===== src/rtl/ct_fcnvt_htos_pipe_if.sv =====
// FP16->FP32 conversion pipe interface: operand in, normalizer side
// channel, and EX3 result out.
interface ct_fcnvt_htos_pipe_if;
   logic        ex1_htos_vld;
   logic [15:0] ex1_htos_src;
   logic        htos_pipe_stall;
   logic        htos_pipe_flush;
   logic [9:0]  htos_sh_src;
   logic [5:0]  htos_sh_cnt;
   logic [10:0] htos_sh_f_v;
   logic        ex3_htos_vld;
   logic [31:0] ex3_htos_result;
   logic [4:0]  ex3_htos_fflags;

   modport master (
      output ex1_htos_vld,
      output ex1_htos_src,
      output htos_pipe_stall,
      output htos_pipe_flush,
      output htos_sh_cnt,
      output htos_sh_f_v,
      input  htos_sh_src,
      input  ex3_htos_vld,
      input  ex3_htos_result,
      input  ex3_htos_fflags
   );

   modport slave (
      input  ex1_htos_vld,
      input  ex1_htos_src,
      input  htos_pipe_stall,
      input  htos_pipe_flush,
      input  htos_sh_cnt,
      input  htos_sh_f_v,
      output htos_sh_src,
      output ex3_htos_vld,
      output ex3_htos_result,
      output ex3_htos_fflags
   );
endinterface


===== src/rtl/ct_fcnvt_htos_pipe.sv =====
// Exact FP16 -> FP32 conversion, EX1 classify, EX2/EX3 registered.
// Denormal operands are normalized by an external shifter.
module ct_fcnvt_htos_pipe (
   input logic             forever_cpuclk,
   input logic             cpurst_b,
   ct_fcnvt_htos_pipe_if.slave io
);

   typedef enum logic [1:0] {
      CLS_ZERO,
      CLS_FIN,
      CLS_INF,
      CLS_NAN
   } cls_e;

   typedef struct packed {
      cls_e        cls;
      logic        sign;
      logic [7:0]  exp;
      logic [22:0] frac;
      logic        nv;
   } ex2_t;

   logic [4:0]  ex1_exp;
   logic [9:0]  ex1_frac;
   logic        ex1_exp_zero;
   logic        ex1_exp_max;
   logic        ex1_frac_zero;
   logic [7:0]  ex1_sh_exp;
   logic        unused_sh_msb;
   ex2_t        ex1_d;

   logic        ex2_vld;
   ex2_t        ex2_q;
   logic [31:0] ex2_res;
   logic [4:0]  ex2_flg;

   logic        ex3_vld;
   logic [31:0] ex3_res;
   logic [4:0]  ex3_flg;

   logic        stall;
   logic        flush;

   assign stall = io.htos_pipe_stall;
   assign flush = io.htos_pipe_flush;

   assign ex1_exp       = io.ex1_htos_src[14:10];
   assign ex1_frac      = io.ex1_htos_src[9:0];
   assign ex1_exp_zero  = ex1_exp == 5'd0;
   assign ex1_exp_max   = &ex1_exp;
   assign ex1_frac_zero = ex1_frac == 10'd0;

   assign io.htos_sh_src = ex1_frac;
   assign unused_sh_msb  = io.htos_sh_f_v[10];

   // normalizer count is the unbiased exponent (-15..-24)
   assign ex1_sh_exp = 8'd127
                     + {{2{io.htos_sh_cnt[5]}},
                        io.htos_sh_cnt};

   always_comb begin
      ex1_d      = '0;
      ex1_d.sign = io.ex1_htos_src[15];
      unique case (1'b1)
         ex1_exp_zero && ex1_frac_zero: begin
            ex1_d.cls = CLS_ZERO;
         end
         ex1_exp_zero && !ex1_frac_zero: begin
            ex1_d.cls  = CLS_FIN;
            ex1_d.exp  = ex1_sh_exp;
            ex1_d.frac = {io.htos_sh_f_v[9:0], 13'b0};
         end
         ex1_exp_max && ex1_frac_zero: begin
            ex1_d.cls = CLS_INF;
         end
         ex1_exp_max && !ex1_frac_zero: begin
            ex1_d.cls = CLS_NAN;
            ex1_d.nv  = !ex1_frac[9];
         end
         default: begin
            ex1_d.cls  = CLS_FIN;
            ex1_d.exp  = {3'b0, ex1_exp} + 8'd112;
            ex1_d.frac = {ex1_frac, 13'b0};
         end
      endcase
   end

   always_comb begin
      ex2_res = 32'h0;
      unique case (ex2_q.cls)
         CLS_ZERO: ex2_res = {ex2_q.sign, 31'b0};
         CLS_FIN:  ex2_res = {ex2_q.sign, ex2_q.exp,
                              ex2_q.frac};
         CLS_INF:  ex2_res = {ex2_q.sign, 8'hff, 23'b0};
         CLS_NAN:  ex2_res = 32'h7fc00000;
         default:  ex2_res = 32'h0;
      endcase
      ex2_flg = {ex2_q.nv, 4'b0};
   end

   always_ff @(posedge forever_cpuclk or negedge cpurst_b) begin
      if (!cpurst_b) begin
         ex2_vld <= 1'b0;
         ex3_vld <= 1'b0;
      end else if (flush) begin
         ex2_vld <= 1'b0;
         ex3_vld <= 1'b0;
      end else if (!stall) begin
         ex2_vld <= io.ex1_htos_vld;
         ex3_vld <= ex2_vld;
      end
   end

   // data flops only toggle when a live operand moves
   always_ff @(posedge forever_cpuclk or negedge cpurst_b) begin
      if (!cpurst_b) begin
         ex2_q <= '0;
      end else if (io.ex1_htos_vld && !stall) begin
         ex2_q <= ex1_d;
      end
   end

   always_ff @(posedge forever_cpuclk or negedge cpurst_b) begin
      if (!cpurst_b) begin
         ex3_res <= 32'h0;
         ex3_flg <= 5'h0;
      end else if (ex2_vld && !stall) begin
         ex3_res <= ex2_res;
         ex3_flg <= ex2_flg;
      end
   end

   assign io.ex3_htos_vld    = ex3_vld;
   assign io.ex3_htos_result = ex3_res;
   assign io.ex3_htos_fflags = ex3_flg;

endmodule


===== src/flat_wrapper.sv =====
// flat-port wrapper written by rule: the top's interface ports become plain ports
module ct_fcnvt_htos_pipe_flat 
  (forever_cpuclk, cpurst_b, io_ex1_htos_vld, io_ex1_htos_src, io_htos_pipe_stall, io_htos_pipe_flush, io_htos_sh_cnt, io_htos_sh_f_v, io_htos_sh_src, io_ex3_htos_vld, io_ex3_htos_result, io_ex3_htos_fflags);
  ct_fcnvt_htos_pipe_if io_i ();
  input logic forever_cpuclk;
  input logic cpurst_b;
  input wire logic [$bits(io_i.ex1_htos_vld)-1:0] io_ex1_htos_vld;
  input wire logic [$bits(io_i.ex1_htos_src)-1:0] io_ex1_htos_src;
  input wire logic [$bits(io_i.htos_pipe_stall)-1:0] io_htos_pipe_stall;
  input wire logic [$bits(io_i.htos_pipe_flush)-1:0] io_htos_pipe_flush;
  input wire logic [$bits(io_i.htos_sh_cnt)-1:0] io_htos_sh_cnt;
  input wire logic [$bits(io_i.htos_sh_f_v)-1:0] io_htos_sh_f_v;
  output wire logic [$bits(io_i.htos_sh_src)-1:0] io_htos_sh_src;
  output wire logic [$bits(io_i.ex3_htos_vld)-1:0] io_ex3_htos_vld;
  output wire logic [$bits(io_i.ex3_htos_result)-1:0] io_ex3_htos_result;
  output wire logic [$bits(io_i.ex3_htos_fflags)-1:0] io_ex3_htos_fflags;
  assign io_i.ex1_htos_vld = io_ex1_htos_vld;
  assign io_i.ex1_htos_src = io_ex1_htos_src;
  assign io_i.htos_pipe_stall = io_htos_pipe_stall;
  assign io_i.htos_pipe_flush = io_htos_pipe_flush;
  assign io_i.htos_sh_cnt = io_htos_sh_cnt;
  assign io_i.htos_sh_f_v = io_htos_sh_f_v;
  assign io_htos_sh_src = io_i.htos_sh_src;
  assign io_ex3_htos_vld = io_i.ex3_htos_vld;
  assign io_ex3_htos_result = io_i.ex3_htos_result;
  assign io_ex3_htos_fflags = io_i.ex3_htos_fflags;
  ct_fcnvt_htos_pipe u_core (.forever_cpuclk(forever_cpuclk), .cpurst_b(cpurst_b), .io(io_i));
endmodule

===== config.mk =====
export PLATFORM = sky130hd
export DESIGN_NAME = ct_fcnvt_htos_pipe_flat
export DESIGN_NICKNAME = d
export VERILOG_FILES = /design/src/rtl/ct_fcnvt_htos_pipe_if.sv /design/src/rtl/ct_fcnvt_htos_pipe.sv /design/src/flat_wrapper.sv
export SDC_FILE = /design/constraint.sdc
export NUM_CORES = 1
export LEC_CHECK = 0
export CELL_PAD_IN_SITES_DETAIL_PLACEMENT = 1
export CELL_PAD_IN_SITES_GLOBAL_PLACEMENT = 2
export CORE_MARGIN = 3
export CORE_UTILIZATION = 23
export CTS_CLUSTER_DIAMETER = 150
export DETAILED_ROUTE_END_ITERATION = 6
export GPL_TIMING_DRIVEN = 0
export PLACE_DENSITY_LB_ADDON = 0.1
export RECOVER_POWER = 100
export SLEW_MARGIN = 20
export SYNTH_ARGS = -nofsm -noshare
export SYNTH_HDL_FRONTEND = slang
export SYNTH_SLANG_ARGS = --single-unit

===== constraint.sdc =====
create_clock -name forever_cpuclk -period 1.4 [get_ports forever_cpuclk]
set_input_delay 0.35 -clock forever_cpuclk [delete_from_list [all_inputs] [get_ports forever_cpuclk]]
set_output_delay 0.35 -clock forever_cpuclk [all_outputs]
set_load 0.1 [all_outputs]

# Yosys cells after proc, flatten, opt, wreduce, memory -nomap -nowiden
# Index checks and enable logic that the tools add are counted.
# classes
n_addsub	2
eq_ne	4
muxes	8
reduce_logical	14
# op_table
op	n
one-hot mux 32 bit (4 select lines)	1
one-hot mux 31 bit (2 select lines)	1
zero test 10 bit	1
adder 5 x 7 -> 8 bit (second input constant)	1
adder 7 x 8 -> 8 bit (first input constant)	1
logical AND 1 bit	6
one-hot mux 2 bit (3 select lines)	1
zero test 5 bit	1
2-to-1 mux 1 bit	5
AND reduction 5 bit	1
equality test 2 bit (second input constant)	2
zero test 1 bit	3
OR reduction 3 bit	1
equality test 2 x 1 -> 1 bit (second input constant)	1
zero test 2 bit	1
inequality test 2 x 1 -> 1 bit (second input constant)	1
# word_totals
ff_bits	70
in_bits	38
output_inout_bits	48
elab_cells	37

# Depth between registers and ports, before layout
# Gate-level depths: netlist of the first run.
# depth
depth_word	5
depth_mapped	6
depth_no_buf	6

# Worst setup path after synthesis of the first run
# Ideal clock, no wire load.
# synth_path
kind	in2reg
startpoint	input port io_ex1_htos_src[4]
endpoint	register u_core.ex2_q[17] (netlist name)
setup_ns	0.126
t_arrival_ns	1.842
required_time_ns	1.274
setup_slack_ns	-0.568
path_stages	5
n_path_buf	1
cell_sequence	or4_4 nor4_4 nor2_2 buf_6 a221o_1
# synth_between
elab_chain_len	5
word_cells_on_any_way	8
# synth_rtl
element	line	rtl
from (decl)	flat_wrapper.sv:8	input wire logic [$bits(io_i.ex1_htos_src)-1:0] io_ex1_htos_src;
zero test 10 bit (*)	ct_fcnvt_htos_pipe.sv:52	assign ex1_frac_zero = ex1_frac == 10'd0;
zero test 1 bit	ct_fcnvt_htos_pipe.sv:69, ct_fcnvt_htos_pipe.sv:77	
logical AND 1 bit	ct_fcnvt_htos_pipe.sv:77	ex1_exp_max && !ex1_frac_zero: begin
OR reduction 3 bit (no line)	n/a	
one-hot mux 31 bit (2 select lines) (*)	ct_fcnvt_htos_pipe.sv:65	unique case (1'b1)
to (signal assigned)	ct_fcnvt_htos_pipe.sv:118	ex2_q <= '0;
to (signal assigned)	ct_fcnvt_htos_pipe.sv:120	ex2_q <= ex1_d;
to (decl)	ct_fcnvt_htos_pipe.sv:34	ex2_t ex2_q;
# Every way passes the cells marked *; elsewhere a longest branch is shown, timed or not.
# A chain may end at the register's enable or synchronous reset.

# Final worst setup path of the first run
# layout_path
startpoint	input port io_ex1_htos_src[5]
endpoint	register u_core.ex2_q[18] (netlist name)
# Same word-level chain as after synthesis.

==> results_dict.tcl, run 1 <==
set metrics [dict create \
    period_needed_ps 1690 \
    intPower_mw 2.46 \
    met1_usage 0.190 \
    drive_gt1_frac 0.406 \
    fin_ws_ps -294 \
    power_switching_share 0.445 \
    yosysSeqAreaShare 0.510 \
    r2r_cells 3 \
    initial_core_util 0.241 \
    n_antenna_cell 0 \
    cts.path.max_buffers 2 \
    critical_path_class "in2reg" \
    total_power_mw 4.42 \
    yosysUniqueCellTypes 34 \
    reg2reg_from "u_core.ex2_q[34]" \
    core-area_mm2 0.00893 \
    max_cap_violations 0 \
    fmax_mhz 590 \
    pwr-share-clk 0.216 \
    grt_busiest_layer "met1" \
    dp_cells 395 \
    numCtsBuffers 5 \
    grtUsageMet2 0.181 \
    worstPathMaxFanout 5 \
    tritoncts "yes" \
    p_comb_frac 0.426 \
    io_pins 86 \
    cp-end-kind "register" \
    antenna_found_initial 0 \
    clk_pin_slew_ps 80 \
    synth_area_mm2 0.00216 \
    power-per-cell-area_mw_per_mm2 1340 \
    yosysWarnings 0 \
    area_growth_pct 53.4 \
    p_leak_nw 1.58 \
    drt_pre_antenna_iters 4 \
    outcome "finished with violations" \
    cp-startpoint "io_ex1_htos_src[5]" \
    dieArea_mm2 0.0106 \
    grt_pass1_wl_um 10300 \
    place_congestion 0.789 \
    ys_ff_latch 44 \
    hp-class "in2async" \
    grt_overflow 0 \
    vias_per_cell 4.28 \
    async_flop_share 1.00 \
    hpwl_um 4900 \
    drt_iter0_drc 67 \
    routed_wl_um 6470 \
    cts.htree.levels 2 \
    root_buffer "clkbuf_8" \
    skew_ps 3.26 \
    clock_latency_ps 290 \
    grt_pass1_vias 1921 \
    num_vias 1790 \
    netSwitchingPower_mw 1.97 \
    die_x_um 103 \
    p_seq_frac 0.358 \
    numPortBuffers 67 \
    timing.final.crit_share 1.21 \
    grt_max_degree 28 \
    r2r_slack_ps 250 \
    ys.flop_type "dfrtp_1" \
    synth_edf_count 0 \
    row_count 34 \
    hold_ws_ps 203 \
    hold_violations 0 \
    setup_viol 20 \
    ir_drop_v 0.000415 \
    final_max_slew_viol_count 0 \
    clock-sinks 44 \
    layout.nets 348 \
    use_met3 0.0257 \
    die_h_um 103 \
    ant_nets 0 \
    syn-instance-count 203 \
    failed_checks "setup timing" \
    wl_per_cell_um 15.5 \
    crit_arrival_ps 1870 \
    r2r-end "u_core.io.ex3_htos_result[22]" \
    layout.cells.non_filler 418 \
    avgSynthCellArea_um2 10.6 \
    rsz0062_at_grt "true" \
    start_kind "input port" \
    grt_usage 0.127 \
    relSlewSlack 0.327 \
    cp.required_ps 1580 \
    post-route-drc-count 0 \
    tightest_slew_ps 1010 \
]
==> worst max-delay path: stages <==
cell     delay [ps]
buf_6           100
or4_4           530
nor4_4          210
buf_4           170
nor2_4           50
buf_6           130
a221o_2         320
==> metal layers <==
layer / part of all wire / wire [µm]
met1: 0.50 / 3220
met2: 0.45 / 2890
met3: 0.045 / 293
met4: 0.010 / 67
met5: 0 / 0
==> registers in the layout (all words and copies together), names as in the netlist <==
signal                     cells
u_core.io.ex3_htos_fflags      1
u_core.io.ex3_htos_vld         1
u_core.ex2_flg                 1
u_core.ex2_q                  21
u_core.ex2_vld                 1
u_core.io.ex3_htos_result     19
==> power by group through the flow <==
| stage | Combinational (mW) | Sequential, mW | Clock, mW |
|---|---|---|---|
| 4_1_cts | 1.90 | 1.59 | 0.993 |
| 3_5_place_dp | 1.92 | 1.61 | 0 |
| 5_1_grt | 1.97 | 1.61 | 1.06 |
| 6_report | 1.89 | 1.58 | 0.954 |
| 2_1_floorplan | 0.627 | 2.38 | 0 |
| 3_3_place_gp | 1.90 | 1.61 | 0 |
==> worst max path at each step <==
stage,cells after the start,endpoint,slack [ps]
after floorplan,5,u_core.ex2_q[17],-560
after global placement,5,u_core.ex2_q[18],-1350
after detailed placement,5,u_core.ex2_q[18],-1350
after CTS,6,u_core.ex2_q[16],-280
after global routing,7,u_core.ex2_q[20],-310
final,7,u_core.ex2_q[18],-290
==> logic make-up after synthesis <==
| group | after synthesis | synth area share |
|---|---|---|
| AOI/OAI and AO/OA | 60 | 0.205 |
| xor gates and xnor gates | 3 | 0.0122 |
| adders and majority gates | 1 | 0.00580 |
| buffers and inverters | 42 | 0.124 |
| DFF | 44 | 0.510 |
| muxes | 2 | 0.0104 |
| other | 1 | 0.00174 |
| and+or+nand+nor | 50 | 0.131 |
==> cells in the mapped netlist (3+ instances only) <==
| master | instances | share of area |
|---|---|---|
| nor3_1 | 3 | 0.0070 |
| dfrtp_1 | 44 | 0.51 |
| a21oi_1 | 13 | 0.030 |
| a22o_1 | 11 | 0.045 |
| a221o_1 | 7 | 0.032 |
| a221o_2 | 7 | 0.037 |
| o21ai_0 | 15 | 0.035 |
| inv_1 | 5 | 0.0087 |
| nor3b_1 | 3 | 0.010 |
| clkbuf_1 | 9 | 0.016 |
| and2_1 | 10 | 0.029 |
| nand2_1 | 21 | 0.037 |
| buf_4 | 27 | 0.094 |
| xnor2_1 | 3 | 0.012 |
==> final cells by class <==
type                    count  area (µm²)
well taps                 108         135
multi-input cells         133         977
repair buffers             84         701
clock buffers               6        72.6
inverters                   5        18.8
plain buffers              36         269
flip-flops and latches     44        1100
fillers                  1012        5620
clock inverters             2        35.0
==> what timing repair did <==
| action | in CTS | in global routing |
|---|---|---|
| resized for setup | 254 | 18 |
| setup endpoints to repair | 75 | 41 |
| setup buffers | 7 | 7 |
| pin swaps | 14 | 11 |
| cloned | 1 | 1 |
| hold buffers | 0 | 0 |
==> placed cells by master, fill, tap and decap left out, drive strengths merged, types with 2 or more instances in the layout <==
| cell type | count |
|---|---|
| a21oi | 13 |
| a221o | 14 |
| a22o | 11 |
| and2 | 11 |
| buf | 61 |
| clkbuf | 38 |
| clkdlybuf4s50 | 14 |
| conb | 17 |
| dfrtp | 44 |
| dlygate4sd2 | 11 |
| inv | 5 |
| mux2 | 2 |
| nand2 | 21 |
| nand2b | 2 |
| nor2 | 2 |
| nor3 | 3 |
| nor3b | 3 |
| nor4 | 3 |
| o21ai | 15 |
| o31ai | 2 |
| or4 | 3 |
| xnor2 | 3 |
==> metrics by stage <==
| stage | area (µm²) | worst slack [ps] | setup TNS (ps) | util |
|---|---|---|---|---|
| after floorplan | 2230 | -564 | -8550 | - |
| after global placement | 3030 | -1350 | -115540 | 0.339 |
| after detailed placement | 3050 | -1350 | -57370 | 0.341 |
| after CTS | 3240 | -277 | -4220 | 0.363 |
| after global routing | 3310 | -306 | -8120 | 0.370 |
| final | 3310 | -294 | -4650 | 0.370 |
Power figures use the tool's default switching activity.
==> inputs of run 2 (changes only) <==
CORE_UTILIZATION = 26   (was 23)
clock period = 1.7 ns   (was 1.4 ns; I/O delays follow)
==> run 2 against run 1 <==
Against the previous run:
- the run still ends with setup timing left
- core utilization grew 6.1 points
- setup slack gained 180 ps
- non-clock buffer count grew 1
==> results_dict.tcl, run 2 (synthesis results as in run 1) <==
set metrics [dict create \
    outcome "finished with violations" \
    failed_checks "setup timing" \
    dpl_worst_slack_ps -1250 \
    period_needed_ps 1820 \
    hpwl_um 4690 \
    antenna_found_initial 0 \
    initial_core_util 0.273 \
    p_leak_nw 1.55 \
    io_pins 86 \
    critical_path_class "in2reg" \
    start_kind "input port" \
    regMostFlops "u_core.ex2_q" \
    fmax_mhz 551 \
    power-per-cell-area_mw_per_mm2 1040 \
    final_max_slew_viol_count 0 \
    cp.required_ps 1880 \
    row_count 32 \
    skew_ps 4.59 \
    clk_pin_slew_ps 80 \
    setup_viol 17 \
    largest_reg_flops 21 \
    num_vias 1849 \
    grt_pass1_wl_um 10500 \
    n_antenna_cell 0 \
    numPortBuffers 67 \
    numCtsBuffers 5 \
    final_common_cell "dfrtp_1" \
    area_growth_pct 57.8 \
    fin_ws_ps -116 \
    final_core_util 0.431 \
    r2r-end "u_core.io.ex3_htos_result[13]" \
    rsz0062_at_grt "true" \
    routed_wl_um 6380 \
    r2r_cells 4 \
    total_power_mw 3.54 \
    tightest_slew_ps 770 \
    clock-sinks 44 \
    hp-class "in2async" \
    r2r_slack_ps 360 \
    wl_per_cell_um 15.4 \
    final_cell_mix "44 x dfrtp_1, 36 x buf_4, 26 x clkdlybuf4s15_2" \
    relSlewSlack 0.486 \
    drt_iter0_drc 89 \
    grt_max_degree 32 \
    drive_gt1_frac 0.395 \
    layout.nets 349 \
    hold_buffers 0 \
    core-area_mm2 0.00789 \
    setup.worst_path.end "u_core.ex2_q[14]" \
    clock_latency_ps 290 \
    grt_usage 0.138 \
    cp-end-kind "register" \
    timing.final.crit_share 1.07 \
    cts.htree.levels 2 \
    drt_pre_antenna_iters 4 \
    reg2reg_from "u_core.ex2_vld" \
    cts.path.max_buffers 2 \
    post-route-drc-count 0 \
    crit_arrival_ps 1990 \
    ir_drop_v 0.000293 \
    worstPathMaxFanout 5 \
    dieArea_mm2 0.00943 \
    root_buffer "clkbuf_8" \
    ant_nets 0 \
    grt_pass1_vias 1948 \
    max_cap_violations 0 \
    place_congestion 0.733 \
    vias_per_cell 4.48 \
    cp-startpoint "io_ex1_htos_src[6]" \
    tritoncts "yes" \
    die_x_um 97.1 \
    die_h_um 97.1 \
    hold_violations 0 \
    grt_overflow 0 \
]
run 2: cell count changes in the layout (fill, tap and decap cells not counted), sizes merged:
cell           previous run  this run
buf                      61        47
bufinv                    1         0
clkbuf                   38        28
clkdlybuf4s15             1        26
clkdlybuf4s18             0         1
clkdlybuf4s50            14        17
clkinv                    1         0
dlygate4sd2              11         9
run 2: timing repair:
action	CTS	global route
cloned	2	0
pin swaps	13	11
setup endpoints to repair	74	28
gates resized for setup	176	25
buffers inserted	8	6
run 2: layer usage:
| metal | wire length, µm | vias up | track usage |
|---|---|---|---|
| li1 | - | 905 | - |
| met1 | 3000 | 883 | 0.192 |
| met2 | 3020 | 54 | 0.220 |
| met3 | 269 | 7 | 0.0230 |
| met4 | 83 | 0 | 0.0454 |
| met5 | 0 | - | 0 |
run 2: stage by stage:
stage               setup TNS [ps]  std cells  instance area, µm²  hold WS (ps)
detailed placement          -42590        390                3040           351
floorplan                    -4210        219                2220           129
CTS                           -737        408                3340          35.4
finish                       -1180        413                3400           165
global route                 -2060        413                3400           225
global placement            -92710        388                3020           467
run 2: worst min path at each step:
stage                                        from                             to  slack, ps
floorplan                                cpurst_b              u_core.ex2_flg[4]        130
global placement    u_core.io.ex3_htos_result[30]  u_core.io.ex3_htos_result[30]        470
detailed placement                       cpurst_b  u_core.io.ex3_htos_result[30]        350
CTS                                      cpurst_b  u_core.io.ex3_htos_result[30]         40
global route                             cpurst_b                 u_core.ex2_vld        230
finish                                   cpurst_b         u_core.io.ex3_htos_vld        170
run 2: final cells by class:
| cell class | count | area [µm²] |
|---|---|---|
| well taps | 102 | 128 |
| repair buffers | 84 | 808 |
| inverters | 5 | 18.8 |
| multi-input cells | 133 | 998 |
| flip-flops and latches | 44 | 1100 |
| plain buffers | 37 | 259 |
| clock buffers | 8 | 90.1 |
| fillers | 897 | 4480 |
run 2: power breakdown:
group	leakage (nW)	internal (mW)	total, mW	switching (mW)
Clock	0.0455	0.332	0.668	0.337
Sequential	0.565	1.20	1.30	0.0942
Combinational	0.939	0.398	1.57	1.17
Total	1.55	1.93	3.54	1.60
run 2: critical path, stage by stage:
cell and delay (ps):
buf_8 100, or4_4 540, nor4_4 220, buf_4 180, nor2_4 60, buf_6 130, a221o_2 340
